**src/rtl/btn_pkg.sv**
```systemverilog
// Shared types for the push-button front end: event kinds, hold states
// and small helpers used by the per-button logic.
package btn_pkg;

    typedef enum logic [1:0] {
        PRESS   = 2'd0,
        RELEASE = 2'd1,
        LONG    = 2'd2,
        REPEAT  = 2'd3
    } evt_kind_t;

    typedef enum logic [1:0] {
        IDLE = 2'd0,
        HELD = 2'd1,
        REPT = 2'd2
    } hold_state_t;

    function automatic int unsigned max2(input int unsigned a, input int unsigned b);
        return (a > b) ? a : b;
    endfunction

    // Edge events replace a stale pending event; periodic ones never do.
    function automatic logic evt_overwrites(input evt_kind_t k);
        return (k == PRESS) || (k == RELEASE);
    endfunction

endpackage

```
**src/rtl/btn_filter.sv**
```systemverilog
// One button: 2-FF synchroniser followed by a stability counter.
// Level changes only after the synchronised input holds for DEB_CNT+1 cycles.
module btn_filter #(
    parameter int unsigned DEB_CNT = 100
) (
    input  logic clk,
    input  logic reset,
    input  logic pin_i,
    output logic level_o,
    output logic rise_o,
    output logic fall_o
);
    localparam int unsigned CW = (DEB_CNT > 0) ? $clog2(DEB_CNT + 1) : 1;
    localparam logic [CW-1:0] DEB_C = CW'(DEB_CNT);

    logic [1:0]    sync_q;
    logic          last_q, last_d;
    logic [CW-1:0] cnt_q, cnt_d;
    logic          level_q, level_d;
    logic          rise_q, fall_q;

    always_comb begin
        last_d  = last_q;
        cnt_d   = cnt_q;
        level_d = level_q;
        if (sync_q[1] != last_q) begin
            last_d = sync_q[1];
            cnt_d  = '0;
        end else if (last_q != level_q) begin
            if (cnt_q < DEB_C) cnt_d = cnt_q + 1'b1;
            else               level_d = last_q;
        end
    end

    always_ff @(posedge clk or posedge reset) begin
        if (reset) begin
            sync_q  <= '0;
            last_q  <= 1'b0;
            cnt_q   <= '0;
            level_q <= 1'b0;
            rise_q  <= 1'b0;
            fall_q  <= 1'b0;
        end else begin
            sync_q  <= {sync_q[0], pin_i};
            last_q  <= last_d;
            cnt_q   <= cnt_d;
            level_q <= level_d;
            // Strobes line up with the cycle the new level is first visible.
            rise_q  <= level_d & ~level_q;
            fall_q  <= ~level_d & level_q;
        end
    end

    assign level_o = level_q;
    assign rise_o  = rise_q;
    assign fall_o  = fall_q;

endmodule

```
**src/rtl/btn_event_ctrl.sv**
```systemverilog
// N-button front end: debounce, per-button hold FSM with a one-deep pending
// slot, and a round-robin arbiter feeding a single valid/ready event stream.
module btn_event_ctrl
    import btn_pkg::*;
#(
    parameter int unsigned N        = 4,
    parameter int unsigned DEB_CNT  = 100,
    parameter int unsigned LONG_CNT = 50_000_000,
    parameter int unsigned REP_CNT  = 10_000_000,
    localparam int unsigned IW      = (N > 1) ? $clog2(N) : 1
) (
    input  logic          clk,
    input  logic          reset,
    input  logic [N-1:0]  btn_in,
    output logic [N-1:0]  btn_level,
    output logic          evt_valid,
    input  logic          evt_ready,
    output logic [IW-1:0] evt_id,
    output logic [1:0]    evt_kind,
    output logic          evt_drop
);
    localparam int unsigned HW        = $clog2(max2(LONG_CNT, REP_CNT) + 1);
    localparam logic [HW-1:0] LONG_M1 = HW'(LONG_CNT - 1);
    localparam logic [HW-1:0] REP_M1  = HW'((REP_CNT > 0) ? REP_CNT - 1 : 0);

    logic [N-1:0]            rise, fall;
    logic [N-1:0]            slot_vld;
    evt_kind_t [N-1:0]       slot_kind;
    logic [N-1:0]            drop_vec;
    logic [N-1:0]            grant;

    logic                    load_ok;
    logic                    gnt_any;
    logic [IW-1:0]           gnt_idx;

    logic                    vld_q;
    logic [IW-1:0]           id_q;
    evt_kind_t               kind_q;
    logic [IW-1:0]           ptr_q;

    for (genvar i = 0; i < N; i++) begin : g_btn
        hold_state_t   state_q;
        logic [HW-1:0] hold_q;
        logic          ev_vld;
        evt_kind_t     ev_kind;
        logic          slot_vld_q;
        evt_kind_t     slot_kind_q;
        logic          drop_q;

        btn_filter #(.DEB_CNT(DEB_CNT)) u_filt (
            .clk     (clk),
            .reset   (reset),
            .pin_i   (btn_in[i]),
            .level_o (btn_level[i]),
            .rise_o  (rise[i]),
            .fall_o  (fall[i])
        );

        // Release outranks LONG/REPEAT when both land in the same cycle.
        always_comb begin
            ev_vld  = 1'b0;
            ev_kind = PRESS;
            unique case (state_q)
                IDLE: ev_vld = rise[i];
                HELD: begin
                    if (fall[i]) begin
                        ev_vld  = 1'b1;
                        ev_kind = RELEASE;
                    end else if (hold_q == LONG_M1) begin
                        ev_vld  = 1'b1;
                        ev_kind = LONG;
                    end
                end
                REPT: begin
                    if (fall[i]) begin
                        ev_vld  = 1'b1;
                        ev_kind = RELEASE;
                    end else if (REP_CNT != 0 && hold_q == REP_M1) begin
                        ev_vld  = 1'b1;
                        ev_kind = REPEAT;
                    end
                end
                default: ;
            endcase
        end

        always_ff @(posedge clk or posedge reset) begin
            if (reset) begin
                state_q     <= IDLE;
                hold_q      <= '0;
                slot_vld_q  <= 1'b0;
                slot_kind_q <= PRESS;
                drop_q      <= 1'b0;
            end else begin
                drop_q <= 1'b0;
                unique case (state_q)
                    IDLE: if (rise[i]) begin
                        state_q <= HELD;
                        hold_q  <= '0;
                    end
                    HELD: begin
                        if (fall[i]) begin
                            state_q <= IDLE;
                        end else if (hold_q == LONG_M1) begin
                            state_q <= REPT;
                            hold_q  <= '0;
                        end else begin
                            hold_q  <= hold_q + 1'b1;
                        end
                    end
                    REPT: begin
                        if (fall[i])                 state_q <= IDLE;
                        else if (REP_CNT != 0) begin
                            if (hold_q == REP_M1)    hold_q  <= '0;
                            else                     hold_q  <= hold_q + 1'b1;
                        end
                    end
                    default: state_q <= IDLE;
                endcase

                if (ev_vld) begin
                    if (!slot_vld_q || grant[i]) begin
                        slot_vld_q  <= 1'b1;
                        slot_kind_q <= ev_kind;
                    end else begin
                        drop_q <= 1'b1;
                        if (evt_overwrites(ev_kind)) slot_kind_q <= ev_kind;
                    end
                end else if (grant[i]) begin
                    slot_vld_q <= 1'b0;
                end
            end
        end

        assign slot_vld[i]  = slot_vld_q;
        assign slot_kind[i] = slot_kind_q;
        assign drop_vec[i]  = drop_q;
    end

    assign load_ok = !vld_q || evt_ready;

    // Walk from the far end back to ptr so the nearest valid slot wins.
    always_comb begin
        logic [IW-1:0] idx;
        int s;
        gnt_any = 1'b0;
        gnt_idx = ptr_q;
        grant   = '0;
        idx     = '0;
        s       = 0;
        for (int k = N - 1; k >= 0; k--) begin
            s = int'(ptr_q) + k;
            if (s >= int'(N)) s = s - int'(N);
            idx = IW'(s);
            if (slot_vld[idx]) begin
                gnt_any = 1'b1;
                gnt_idx = idx;
            end
        end
        if (load_ok && gnt_any) grant[gnt_idx] = 1'b1;
    end

    always_ff @(posedge clk or posedge reset) begin
        if (reset) begin
            vld_q  <= 1'b0;
            id_q   <= '0;
            kind_q <= PRESS;
            ptr_q  <= '0;
        end else if (load_ok) begin
            vld_q <= gnt_any;
            if (gnt_any) begin
                id_q   <= gnt_idx;
                kind_q <= slot_kind[gnt_idx];
                ptr_q  <= (gnt_idx == IW'(N - 1)) ? '0 : gnt_idx + 1'b1;
            end
        end
    end

    assign evt_valid = vld_q;
    assign evt_id    = id_q;
    assign evt_kind  = kind_q;
    assign evt_drop  = |drop_vec;

endmodule

```
**config.mk**
```make
export PLATFORM = sky130hd
export DESIGN_NAME = btn_event_ctrl
export DESIGN_NICKNAME = d
export VERILOG_FILES = /design/src/rtl/btn_pkg.sv /design/src/rtl/btn_filter.sv /design/src/rtl/btn_event_ctrl.sv
export SDC_FILE = /design/constraint.sdc
export NUM_CORES = 1
export LEC_CHECK = 0
export CORE_MARGIN = 2
export CORE_UTILIZATION = 41
export DETAILED_ROUTE_END_ITERATION = 6
export GPL_TIMING_DRIVEN = 0
export PLACE_DENSITY = 0.63
export SETUP_SLACK_MARGIN = 0.02
export SLEW_MARGIN = 20
export SYNTH_ARGS = -nofsm -noshare
export SYNTH_HDL_FRONTEND = slang
export SYNTH_HIERARCHICAL = 1
export SYNTH_SLANG_ARGS = --single-unit
```
**constraint.sdc**
```tcl
create_clock -name clk -period 5 [get_ports clk]
set_clock_uncertainty 0.05 [all_clocks]
set_input_delay 1 -clock clk [delete_from_list [all_inputs] [get_ports clk]]
set_output_delay 1 -clock clk [all_outputs]
set_load 0.05 [all_outputs]
```
==> results of run 1 <==
==> cells in the mapped netlist (5+ instances only) <==
cell	n
nor3_1	37
or2_2	5
or4_1	7
and3_1	24
nand3_1	56
nand3b_1	6
o22ai_1	5
o21a_1	8
mux2_2	9
nand4_1	29
a22o_1	19
nand2_1	106
or4b_2	6
a31oi_1	21
mux2i_1	13
clkbuf_1	27
inv_1	50
nor2b_1	12
or3_1	9
xnor2_1	19
o21ai_1	17
ha_1	29
nor4b_1	6
xor2_1	34
a41oi_1	12
a21o_1	14
and4_1	6
o21ai_0	56
and2_1	17
a21oi_1	80
nor4_1	18
dfrtp_1	187
nand2b_1	11
nor2_1	122
==> metrics by stage <==
stage | utilization | power [W] | setup WS (ns) | hold slack [ns] | instances
floorplan | - | 0.00186 | 0.339 | 0.281 | 1160
global placement | 0.442 | 0.00194 | -2.15 | 0.282 | 1506
detailed placement | 0.444 | 0.00196 | 1.89 | 0.286 | 1507
CTS | 0.471 | 0.00353 | 1.83 | 0.301 | 1538
global route | 0.471 | 0.00363 | 1.59 | 0.307 | 1538
finish | 0.471 | 0.00349 | 1.86 | 0.299 | 1538
==> metal layers <==
metal | vias up | track usage | part of all wire
met3 | 16 | 0.0294 | 0.032
met2 | 139 | 0.279 | 0.46
li1 | 4278 | - | -
met5 | - | 0 | 0
met1 | 4215 | 0.244 | 0.49
met4 | 0 | 0.0514 | 0.0099
==> sequential cells by signal, summed over array words and instances, names as in the netlist <==
signal / cells
g_btn.hold_q: 104
g_btn.u_filt/cnt_q: 28
g_btn.slot_kind_q: 8
g_btn.state_q: 8
g_btn.u_filt/sync_q: 8
g_btn.drop_q: 4
g_btn.slot_vld_q: 4
g_btn.u_filt/fall_o: 4
g_btn.u_filt/last_q: 4
g_btn.u_filt/level_o: 4
g_btn.u_filt/rise_o: 4
evt_id: 2
evt_kind: 2
ptr_q: 2
evt_valid: 1
==> power by group <==
| part | internal (W) | total (W) | leakage, nW | switching, W |
|---|---|---|---|---|
| Combinational | 0.000106 | 0.000285 | 2.16 | 0.000179 |
| Clock | 0.000956 | 0.00157 | 0.332 | 0.000611 |
| Sequential | 0.00157 | 0.00164 | 2.56 | 0.0000665 |
| Total | 0.00263 | 0.00349 | 5.05 | 0.000856 |
==> final cells by class <==
class	count	area [µm²]	area share
clock inverter	13	234	0.0197
buffer	33	135	0.0114
multi-input combinational	890	5600	0.471
clock buffer	18	439	0.0369
timing repair buffer	17	188	0.0158
tap	330	413	0.0347
inverter	50	195	0.0164
sequential	187	4680	0.394
==> placed cells by master, fill, tap and decap left out, types with 27 or more instances in the layout <==
| cell | count |
|---|---|
| dfrtp_1 | 187 |
| nand2_1 | 106 |
| inv_1 | 49 |
| nand3_1 | 56 |
| ha_1 | 29 |
| o21ai_0 | 56 |
| nor3_1 | 37 |
| a21oi_1 | 80 |
| nand4_1 | 29 |
| clkbuf_1 | 27 |
| xor2_1 | 34 |
| nor2_1 | 122 |
==> critical path, stage by stage, from the launching register on <==
cell	delay, ns
dfrtp_1	0.35
or4_1	0.58
clkdlybuf4s50_1	0.74
==> kinds of logic (layout without fill, tap and decap cells) <==
kind of cell	after synthesis	in the layout	share of synthesized area
adders and majority gates	29	29	0.0343
and+or+nand+nor	506	506	0.248
AOI/OAI and AO/OA	278	278	0.176
DFF	187	187	0.442
xor gates and xnor gates	53	53	0.0438
muxes	24	24	0.0261
buffers and inverters	83	131	0.0305
==> how the worst max path moves through the flow <==
stage                                              start                         endpoint  slack (ns)  cells after the start
after CTS                      g_btn[1].drop_q$_DFF_PP0_                         evt_drop        1.83                      2
after global placement                             reset   g_btn[1].hold_q[9]$_DFFE_PP0P_       -2.15                      2
after global routing      g_btn[2].hold_q[0]$_DFFE_PP0P_  g_btn[2].hold_q[17]$_DFFE_PP0P_        1.59                     10
after floorplan                                    reset            evt_id[0]$_DFFE_PP0P_        0.34                      1
after detailed placement  g_btn[0].hold_q[0]$_DFFE_PP0P_  g_btn[0].hold_q[11]$_DFFE_PP0P_        1.89                      8
final                          g_btn[1].drop_q$_DFF_PP0_                         evt_drop        1.86                      2
==> results.txt, run 1 <==
Lkg Pwr: 5.05 nW
Gate Count Post-Synth: 1160
Synth Area per Inst: 9.13 µm²
Area grow syn2layout: 12.3%
Largest net degree at the start of global routing: 100
Max-Cap Viols: 0
Final Hold Vio Count: 0
Dominant cells by area after synthesis: dfrtp_1 44%, nor2_1 4.3%, a21oi_1 3.8%
Clock Tree Buf Depth: 2
# setup viols final: 0
CTS clk-pin slew, worst paths: 0.07 ns
Clock latency on the worst-skew pair: 0.44 ns
CTS Buf Count: 17
Post-cts hold buffer count: 0
Initial core utilization: 0.419
Postcts setup bufs: 0
Crit path DAT: 2.09 ns
Row Count: 58
FFs w/ async S/R, synth: 1.00
Vias in the first global route: 8211
Hold Crit Depth: 0
DR iter-0 viols: 521
Min-delay src: g_btn[1].u_filt/sync_q[0]$_DFF_PP0_
Initial antenna violation count: 0
Die Width: 165 µm
Crit. End Element: output port
Dpl hpwl: 15700 µm
VDD IR-drop max: 0.216 mV
Vias post-DR: 8648
Area leader, netlist: dfrtp_1
TritonCTS clock tree: built
EDFF count, synth: 0
Final-stage net count: 1232
Worst slew margin: 0.359
Worst min-delay path class: flop to flop
IO Count: 17
DRC Markers: 0
Via/cell ratio: 5.62
Startpoint Class: flop
Worst R2R Start: g_btn[0].hold_q[1]$_DFFE_PP0P_
Routed len/inst: 14.7 µm
GRT Util Overall: 0.175
Tmin final: 3.14 ns
H-Tree Level Count: 4
FF-to-FF setup slack: 1.90 ns
Final GP Congestion: 0.849
Number of port buffers: 16
Syn Nets: 1196
Final WL: 22500 µm
Core ar.: 25300 µm²
Drt first pass iters: 5
CP Class: flop to output port
Fin crit share: 0.628
Share of the synthesized area in the top cell type: 0.442
PD cells: 294 nW/µm²
Share of layout cells above drive strength 1: 0.0745
Worst Tran Pin Value: 0.954 ns
CTS Sinks: 187
First-pass GRT wire length: 39100 µm
Reg2Reg Depth: 8
CTS resizes: 0
Placed inst area: 11200 µm²
RSZ-0062 raised after global routing: false
Final slew viol count: 0
Total negative slack: 0 ns
Filler instances: 2403
Seq cells post-synth: 187
Max Fanout on Critical Path: 1
Worst Path Required: 3.95 ns
Yosys Warn Count: 6
R2r endpoint: g_btn[0].hold_q[16]$_DFFE_PP0P_
Die area: 27100 µm²
Outcome: finished, final reports clean
Yosys cell types: 75
Root buffer cell: clkbuf_16
Hold Path Sink: g_btn[1].u_filt/sync_q[1]$_DFF_PP0_
Final instance area: 11900 µm²
Top FF cell, synth: dfrtp_1
Mapped Area: 10600 µm²
Final ANT Viol Nets: 0
FMAX: 0.318 GHz
Sequential-to-total area share from yosys stat: 0.442
Die Y: 165 µm
Grt ovf: 0
# diodes: 0
Note: power is estimated with default switching activity, not from simulation.
==> run 2, diff against run 1 <==
==> constraint.sdc (replaced) <==
create_clock -name clk -period 3 [get_ports clk]
set_clock_uncertainty 0.05 [all_clocks]
set_input_delay 0.6 -clock clk [delete_from_list [all_inputs] [get_ports clk]]
set_output_delay 0.6 -clock clk [all_outputs]
set_load 0.05 [all_outputs]
==> results.txt, run 2 (same netlist as run 1, synthesis figures left out) <==
Startpoint Class: flop (unchanged)
Met1 WL: 11300 µm (was 11100 µm)
Max FFs per register: 104 (unchanged)
Initial antenna violation count: 0 (unchanged)
Lkg Pwr: 5.03 nW (was 5.05 nW)
Slowest cell on crit path: or4b_2 (was clkdlybuf4s50_1)
Total negative slack: 0 ns (unchanged)
Routed len/inst: 14.8 µm (was 14.7 µm)
Core ar.: 25300 µm² (unchanged)
RSZ-0062 raised after global routing: true (was false)
Die Width: 165 µm (unchanged)
Metal2 WL: 10600 µm (was 10500 µm)
First-pass GRT wire length: 39600 µm (was 39100 µm)
Clock Tree Buf Depth: 2 (unchanged)
Min setup slack post-route: 0.137 ns (was 1.86 ns)
Finished Core Util: 0.471 (about the same)
Crit path capture: g_btn[0].hold_q[17]$_DFFE_PP0P_ (was evt_drop)
Commonest non-fill, non-tap cell in the layout: dfrtp_1 (unchanged)
Vias in the first global route: 8308 (was 8211)
Area grow syn2layout: 12.4% (was 12.3%)
DR iter-0 viols: 639 (was 521)
Max Fanout on Critical Path: 10 (was 1)
Grt ovf: 0 (unchanged)
FMAX: 0.349 GHz
Initial core utilization: 0.419 (unchanged)
VDD IR-drop max: 0.319 mV (was 0.216 mV)
IO Count: 17 (unchanged)
# diodes: 0 (unchanged)
CP bufs+invs: 1 (unchanged)
Final slew viol count: 0 (unchanged)
Worst min-delay path class: flop to flop (unchanged)
Final ANT Viol Nets: 0 (unchanged)
Filler instances: 2409 (was 2403)
# setup viols final: 0 (unchanged)
Crit path DAT: 3.13 ns (was 2.09 ns)
Reg2Reg Depth: 7 (was 8)
Fin crit share: 0.954
Largest net degree at the start of global routing: 33 (was 100)
Die Y: 165 µm (unchanged)
Worst setup startpoint: g_btn[0].hold_q[16]$_DFFE_PP0P_ (was g_btn[1].drop_q$_DFF_PP0_)
Hold slack: 0.301 ns (was 0.299 ns)
FF-to-FF setup slack: 0.14 ns (was 1.90 ns)
Max-Cap Viols: 0 (unchanged)
Max Used Layer: met4 (unchanged)
GRT Util Overall: 0.176 (was 0.175)
CTS Sinks: 187 (unchanged)
Number of port buffers: 16 (unchanged)
Worst R2R Start: g_btn[0].hold_q[16]$_DFFE_PP0P_ (was g_btn[0].hold_q[1]$_DFFE_PP0P_)
Overall Power: 0.00537 W (was 0.00349 W)
PD cells: 451 nW/µm² (was 294 nW/µm²)
Tmin final: 2.86 ns
Final-stage net count: 1236 (was 1232)
CP Class: flop to flop (was flop to output port)
Final Hold Vio Count: 0 (unchanged)
Post-cts hold buffer count: 0 (unchanged)
Met3 Wirelength: 683 µm (was 727 µm)
Die area: 27100 µm² (unchanged)
Worst slack at placement: -0.172 ns (was 1.89 ns)
Dpl hpwl: 16000 µm (was 15700 µm)
DRC Markers: 0 (unchanged)
R2r endpoint: g_btn[0].hold_q[17]$_DFFE_PP0P_ (was g_btn[0].hold_q[16]$_DFFE_PP0P_)
Outcome: finished, final reports clean (unchanged)
Most flops, register: g_btn.hold_q (unchanged)
Final GP Congestion: 0.839 (was 0.849)
Worst Tran Pin Value: 0.754 ns (was 0.954 ns)
Regs by FF count: g_btn.hold_q x104, g_btn.u_filt/cnt_q x28 (unchanged)
TritonCTS clock tree: built (unchanged)
WP depth: 7 (was 2)
CP max stage delay: 0.73 ns (was 0.74 ns)
Crit. End Element: flop (was output port)
CTS clk-pin slew, worst paths: 0.07 ns (about the same)
Crit-path cells: or4b_2 -> nor4_1 -> a21oi_1 -> o21a_1 -> nor2_2 -> clkbuf_2 -> nor2_1 (was or4_1 -> clkdlybuf4s50_1)
H-Tree Level Count: 4 (unchanged)
Root buffer cell: clkbuf_16 (unchanged)
Via/cell ratio: 5.60 (was 5.62)
Final WL: 22800 µm (was 22500 µm)
Worst Path Required: 3.26 ns (was 3.95 ns)
Worst slew margin: 0.493 (was 0.359)
Row Count: 58 (unchanged)
Commonest non-fill, non-tap cells in the layout: 187 x dfrtp_1, 121 x nor2_1, 106 x nand2_1, 80 x a21oi_1, 56 x o21ai_0 (was 187 x dfrtp_1, 122 x nor2_1, 106 x nand2_1, 80 x a21oi_1)
Crit-path leading delay family: simple AND/OR/NAND/NOR gates (was buffers and inverters)
Share of layout cells above drive strength 1: 0.0899 (was 0.0745)
CTS Buf Count: 17 (unchanged)
Vias post-DR: 8647 (was 8648)
Drt first pass iters: 5 (unchanged)
Clock latency on the worst-skew pair: 0.44 ns (about the same)
run 2: worst min-delay path by stage:
stage / startpoint / to / slack [ns] / depth (start not counted)
2_1_floorplan: g_btn[0].u_filt/sync_q[0]$_DFF_PP0_ / g_btn[0].u_filt/sync_q[1]$_DFF_PP0_ / 0.28 / 0
6_report: g_btn[3].u_filt/sync_q[0]$_DFF_PP0_ / g_btn[3].u_filt/sync_q[1]$_DFF_PP0_ / 0.30 / 0
3_3_place_gp: g_btn[1].u_filt/sync_q[0]$_DFF_PP0_ / g_btn[1].u_filt/sync_q[1]$_DFF_PP0_ / 0.28 / 0
5_1_grt: g_btn[3].u_filt/sync_q[0]$_DFF_PP0_ / g_btn[3].u_filt/sync_q[1]$_DFF_PP0_ / 0.30 / 0
3_5_place_dp: g_btn[3].u_filt/sync_q[0]$_DFF_PP0_ / g_btn[3].u_filt/sync_q[1]$_DFF_PP0_ / 0.29 / 0
4_1_cts: g_btn[3].u_filt/sync_q[0]$_DFF_PP0_ / g_btn[3].u_filt/sync_q[1]$_DFF_PP0_ / 0.30 / 0
run 2: what timing repair did:
action,4_1_cts,5_1_grt
setup buffers,0,1
pin swaps,1,1
resized for setup,7,13
endpoints found under the setup margin,33,57
run 2: stage by stage:
stage               cells  area [µm²]
finish               1543       11900
global route         1543       11900
CTS                  1542       11800
detailed placement   1510       11300
global placement     1506       11200
floorplan            1160       10600
run 2: area by class of cell:
type / count / area [µm²] / share of cell area
well taps: 330 / 413 / 0.0347
inverters: 50 / 191 / 0.0161
flip-flops and latches: 187 / 4680 / 0.393
clock buffers: 18 / 439 / 0.0369
clock inverters: 14 / 109 / 0.00915
multi-input cells: 890 / 5680 / 0.477
repair buffers: 21 / 248 / 0.0208
plain buffers: 33 / 143 / 0.0120
run 2: report_power, final:
group,switching [W],internal [W],total [W],leakage [nW]
logic,0.000297,0.000181,0.000478,2.21
clock network,0.00106,0.00110,0.00216,0.262
registers,0.000109,0.00262,0.00273,2.56
run 2: per-layer routing:
metal  track usage  vias up
met5             0        -
met3        0.0279       16
li1              -     4293
met4        0.0451        0
met1         0.247     4205
met2         0.284      133
==> run 3, diff against run 2 <==
--- a/config.mk
+++ b/config.mk
@@ -7,8 +7,10 @@
 export LEC_CHECK = 0
 export CORE_MARGIN = 2
 export CORE_UTILIZATION = 41
+export CTS_BUF_LIST = sky130_fd_sc_hd__clkbuf_4
 export DETAILED_ROUTE_END_ITERATION = 6
 export GPL_TIMING_DRIVEN = 0
+export HOLD_SLACK_MARGIN = 0.1
 export PLACE_DENSITY = 0.63
 export SETUP_SLACK_MARGIN = 0.02
 export SLEW_MARGIN = 20
@@ -16,3 +18,4 @@
 export SYNTH_HDL_FRONTEND = slang
 export SYNTH_HIERARCHICAL = 1
 export SYNTH_SLANG_ARGS = --single-unit
+export TNS_END_PERCENT = 5
==> results.txt, run 3 (same netlist as run 1, synthesis figures left out) <==
Outcome: finished, final reports clean (unchanged)
Final slew viol count: 0 (unchanged)
Die Width: 165 µm (unchanged)
Core ar.: 25300 µm² (unchanged)
Most flops, register: g_btn.hold_q (unchanged)
Max-Cap Viols: 0 (unchanged)
CP max stage delay: 0.60 ns (was 0.73 ns)
Worst slew margin: 0.437 (was 0.493)
FMAX: 0.351 GHz (was 0.349 GHz)
DRC Markers: 0 (unchanged)
CTS clk-pin slew, worst paths: 0.15 ns (was 0.07 ns)
Drt first pass iters: 5 (unchanged)
GRT Util Overall: 0.175 (was 0.176)
H-Tree Level Count: 4 (unchanged)
Root buffer cell: clkbuf_4 (was clkbuf_16)
CTS Sinks: 187 (unchanged)
Final Hold Vio Count: 0 (unchanged)
Clock latency on the worst-skew pair: 0.61 ns (was 0.44 ns)
# setup viols final: 0 (unchanged)
Initial antenna violation count: 1 (was 0)
Initial core utilization: 0.419 (unchanged)
Startpoint Class: flop (unchanged)
CP bufs+invs: 1 (unchanged)
Clock Tree Buf Depth: 2 (unchanged)
Worst min-delay path class: flop to flop (unchanged)
Placed inst area: 11300 µm² (unchanged)
Via/cell ratio: 5.59 (was 5.60)
Crit-path leading delay family: simple AND/OR/NAND/NOR gates (unchanged)
Routed len/inst: 14.7 µm (was 14.8 µm)
Max FFs per register: 104 (unchanged)
CTS Buf Count: 17 (unchanged)
Row Count: 58 (unchanged)
Number of port buffers: 16 (unchanged)
IO Count: 17 (unchanged)
Final-stage net count: 1235 (was 1236)
First-pass GRT wire length: 39400 µm (was 39600 µm)
Max Fanout on Critical Path: 10 (unchanged)
Fin crit share: 0.950 (was 0.954)
Largest net degree at the start of global routing: 33 (unchanged)
Hold slack: 0.319 ns (was 0.301 ns)
Final WL: 22600 µm (was 22800 µm)
Area grow syn2layout: 9.45% (was 12.4%)
TritonCTS clock tree: built (unchanged)
Tmin final: 2.85 ns (was 2.86 ns)
Vias post-DR: 8633 (was 8647)
Crit path DAT: 3.29 ns (was 3.13 ns)
Final ANT Viol Nets: 0 (unchanged)
Crit. End Element: flop (unchanged)
Grt ovf: 0 (unchanged)
Overall Power: 0.00450 W (was 0.00537 W)
Commonest non-fill, non-tap cell in the layout: dfrtp_1 (unchanged)
Die Y: 165 µm (unchanged)
Final instance area: 11600 µm² (was 11900 µm²)
Non-filler cells in the finished layout: 1543 (unchanged)
Inst Count DP: 1510 (unchanged)
Worst Path Required: 3.44 ns (was 3.26 ns)
Slowest cell on crit path: or4_4 (was or4b_2)
Dpl hpwl: 16000 µm (unchanged)
DR iter-0 viols: 641 (was 639)
Crit-path cells: or4_1 -> or4_4 -> o41ai_4 -> a211oi_2 -> buf_6 -> a22o_1 (was or4b_2 -> nor4_1 -> a21oi_1 -> o21a_1 -> nor2_2 -> clkbuf_2 -> nor2_1)
Share of layout cells above drive strength 1: 0.0883 (was 0.0899)
RSZ-0062 raised after global routing: true (unchanged)
VDD IR-drop max: 0.343 mV (was 0.319 mV)
Final GP Congestion: 0.839 (unchanged)
Postcts setup bufs: 0 (unchanged)
Worst Tran Pin Value: 0.836 ns (was 0.754 ns)
Commonest non-fill, non-tap cells in the layout: 186 x dfrtp_1, 121 x nor2_1, 106 x nand2_1, 80 x a21oi_1, 56 x o21ai_0 (was 187 x dfrtp_1, 121 x nor2_1, 106 x nand2_1, 80 x a21oi_1, 56 x o21ai_0)
Regs by FF count: g_btn.hold_q x104, g_btn.u_filt/cnt_q x28 (unchanged)
Die area: 27100 µm² (unchanged)
CP Class: flop to flop (unchanged)
Vias in the first global route: 8269 (was 8308)
PD cells: 388 nW/µm² (was 451 nW/µm²)
Lkg Pwr: 4.90 nW (was 5.03 nW)
[run 3: where the power goes]
part | switching, W | internal [W]
clock network | 0.000949 | 0.000341
registers | 0.000110 | 0.00262
logic | 0.000296 | 0.000181
total | 0.00135 | 0.00314
[run 3: worst reg2reg max path, stage by stage (launching register included)]
cell and delay (ns):
dfrtp_2 0.47, or4_1 0.57, or4_4 0.60, o41ai_4 0.44
a211oi_2 0.23, buf_6 0.20, a22o_1 0.20
[run 3: path summary, 6_finish.rpt]
path | from | to | depth (start not counted) | slack [ns]
setup / recovery | g_btn[1].hold_q[8]$_DFFE_PP0P_ | g_btn[1].hold_q[4]$_DFFE_PP0P_ | 6 | 0.15
hold / removal | g_btn[3].u_filt/sync_q[0]$_DFF_PP0_ | g_btn[3].u_filt/sync_q[1]$_DFF_PP0_ | 0 | 0.32
setup reg to reg | g_btn[1].hold_q[8]$_DFFE_PP0P_ | g_btn[1].hold_q[4]$_DFFE_PP0P_ | 6 | 0.15
hold reg to reg | g_btn[3].u_filt/sync_q[0]$_DFF_PP0_ | g_btn[3].u_filt/sync_q[1]$_DFF_PP0_ | 0 | 0.32
max in group asynchronous | reset | g_btn[1].hold_q[8]$_DFFE_PP0P_ | 6 | 1.03
min in group asynchronous | reset | g_btn[3].u_filt/cnt_q[1]$_DFFE_PP0P_ | 2 | 0.62
[run 3: repair_timing]
action / CTS / global route
endpoints found under the setup margin: 36 / 59
gates resized for setup: 8 / 15
pin swaps: 1 / 0
hold buffers: 0 / 0
[run 3: stage by stage]
step	utilization	setup TNS [ns]	setup slack, ns
floorplan	-	0	0.326
global placement	0.442	-146.96	-1.09
detailed placement	0.446	-2.28	-0.172
CTS	0.456	0	0.0185
global route	0.459	0	0.0171
finish	0.459	0	0.150
[run 3: cell type report]
| class | instances | area, µm² |
|---|---|---|
| Tap cell | 330 | 413 |
| Buffer | 33 | 143 |
| Sequential cell | 187 | 4680 |
| Clock buffer | 17 | 128 |
| Antenna cell | 1 | 2.50 |
| Timing Repair Buffer | 20 | 239 |
| Fill cell | 2450 | 13700 |
| Clock inverter | 15 | 113 |
| Inverter | 50 | 191 |
| Multi-Input combinational cell | 890 | 5680 |
[run 3: routing by layer]
metal | routed length [µm] | GRT usage | share of wire | vias up
li1 | - | - | - | 4291
met2 | 10500 | 0.280 | 0.46 | 116
met4 | 233 | 0.0451 | 0.010 | 0
met1 | 11300 | 0.247 | 0.50 | 4209
met5 | 0 | 0 | 0 | -
met3 | 635 | 0.0286 | 0.028 | 17
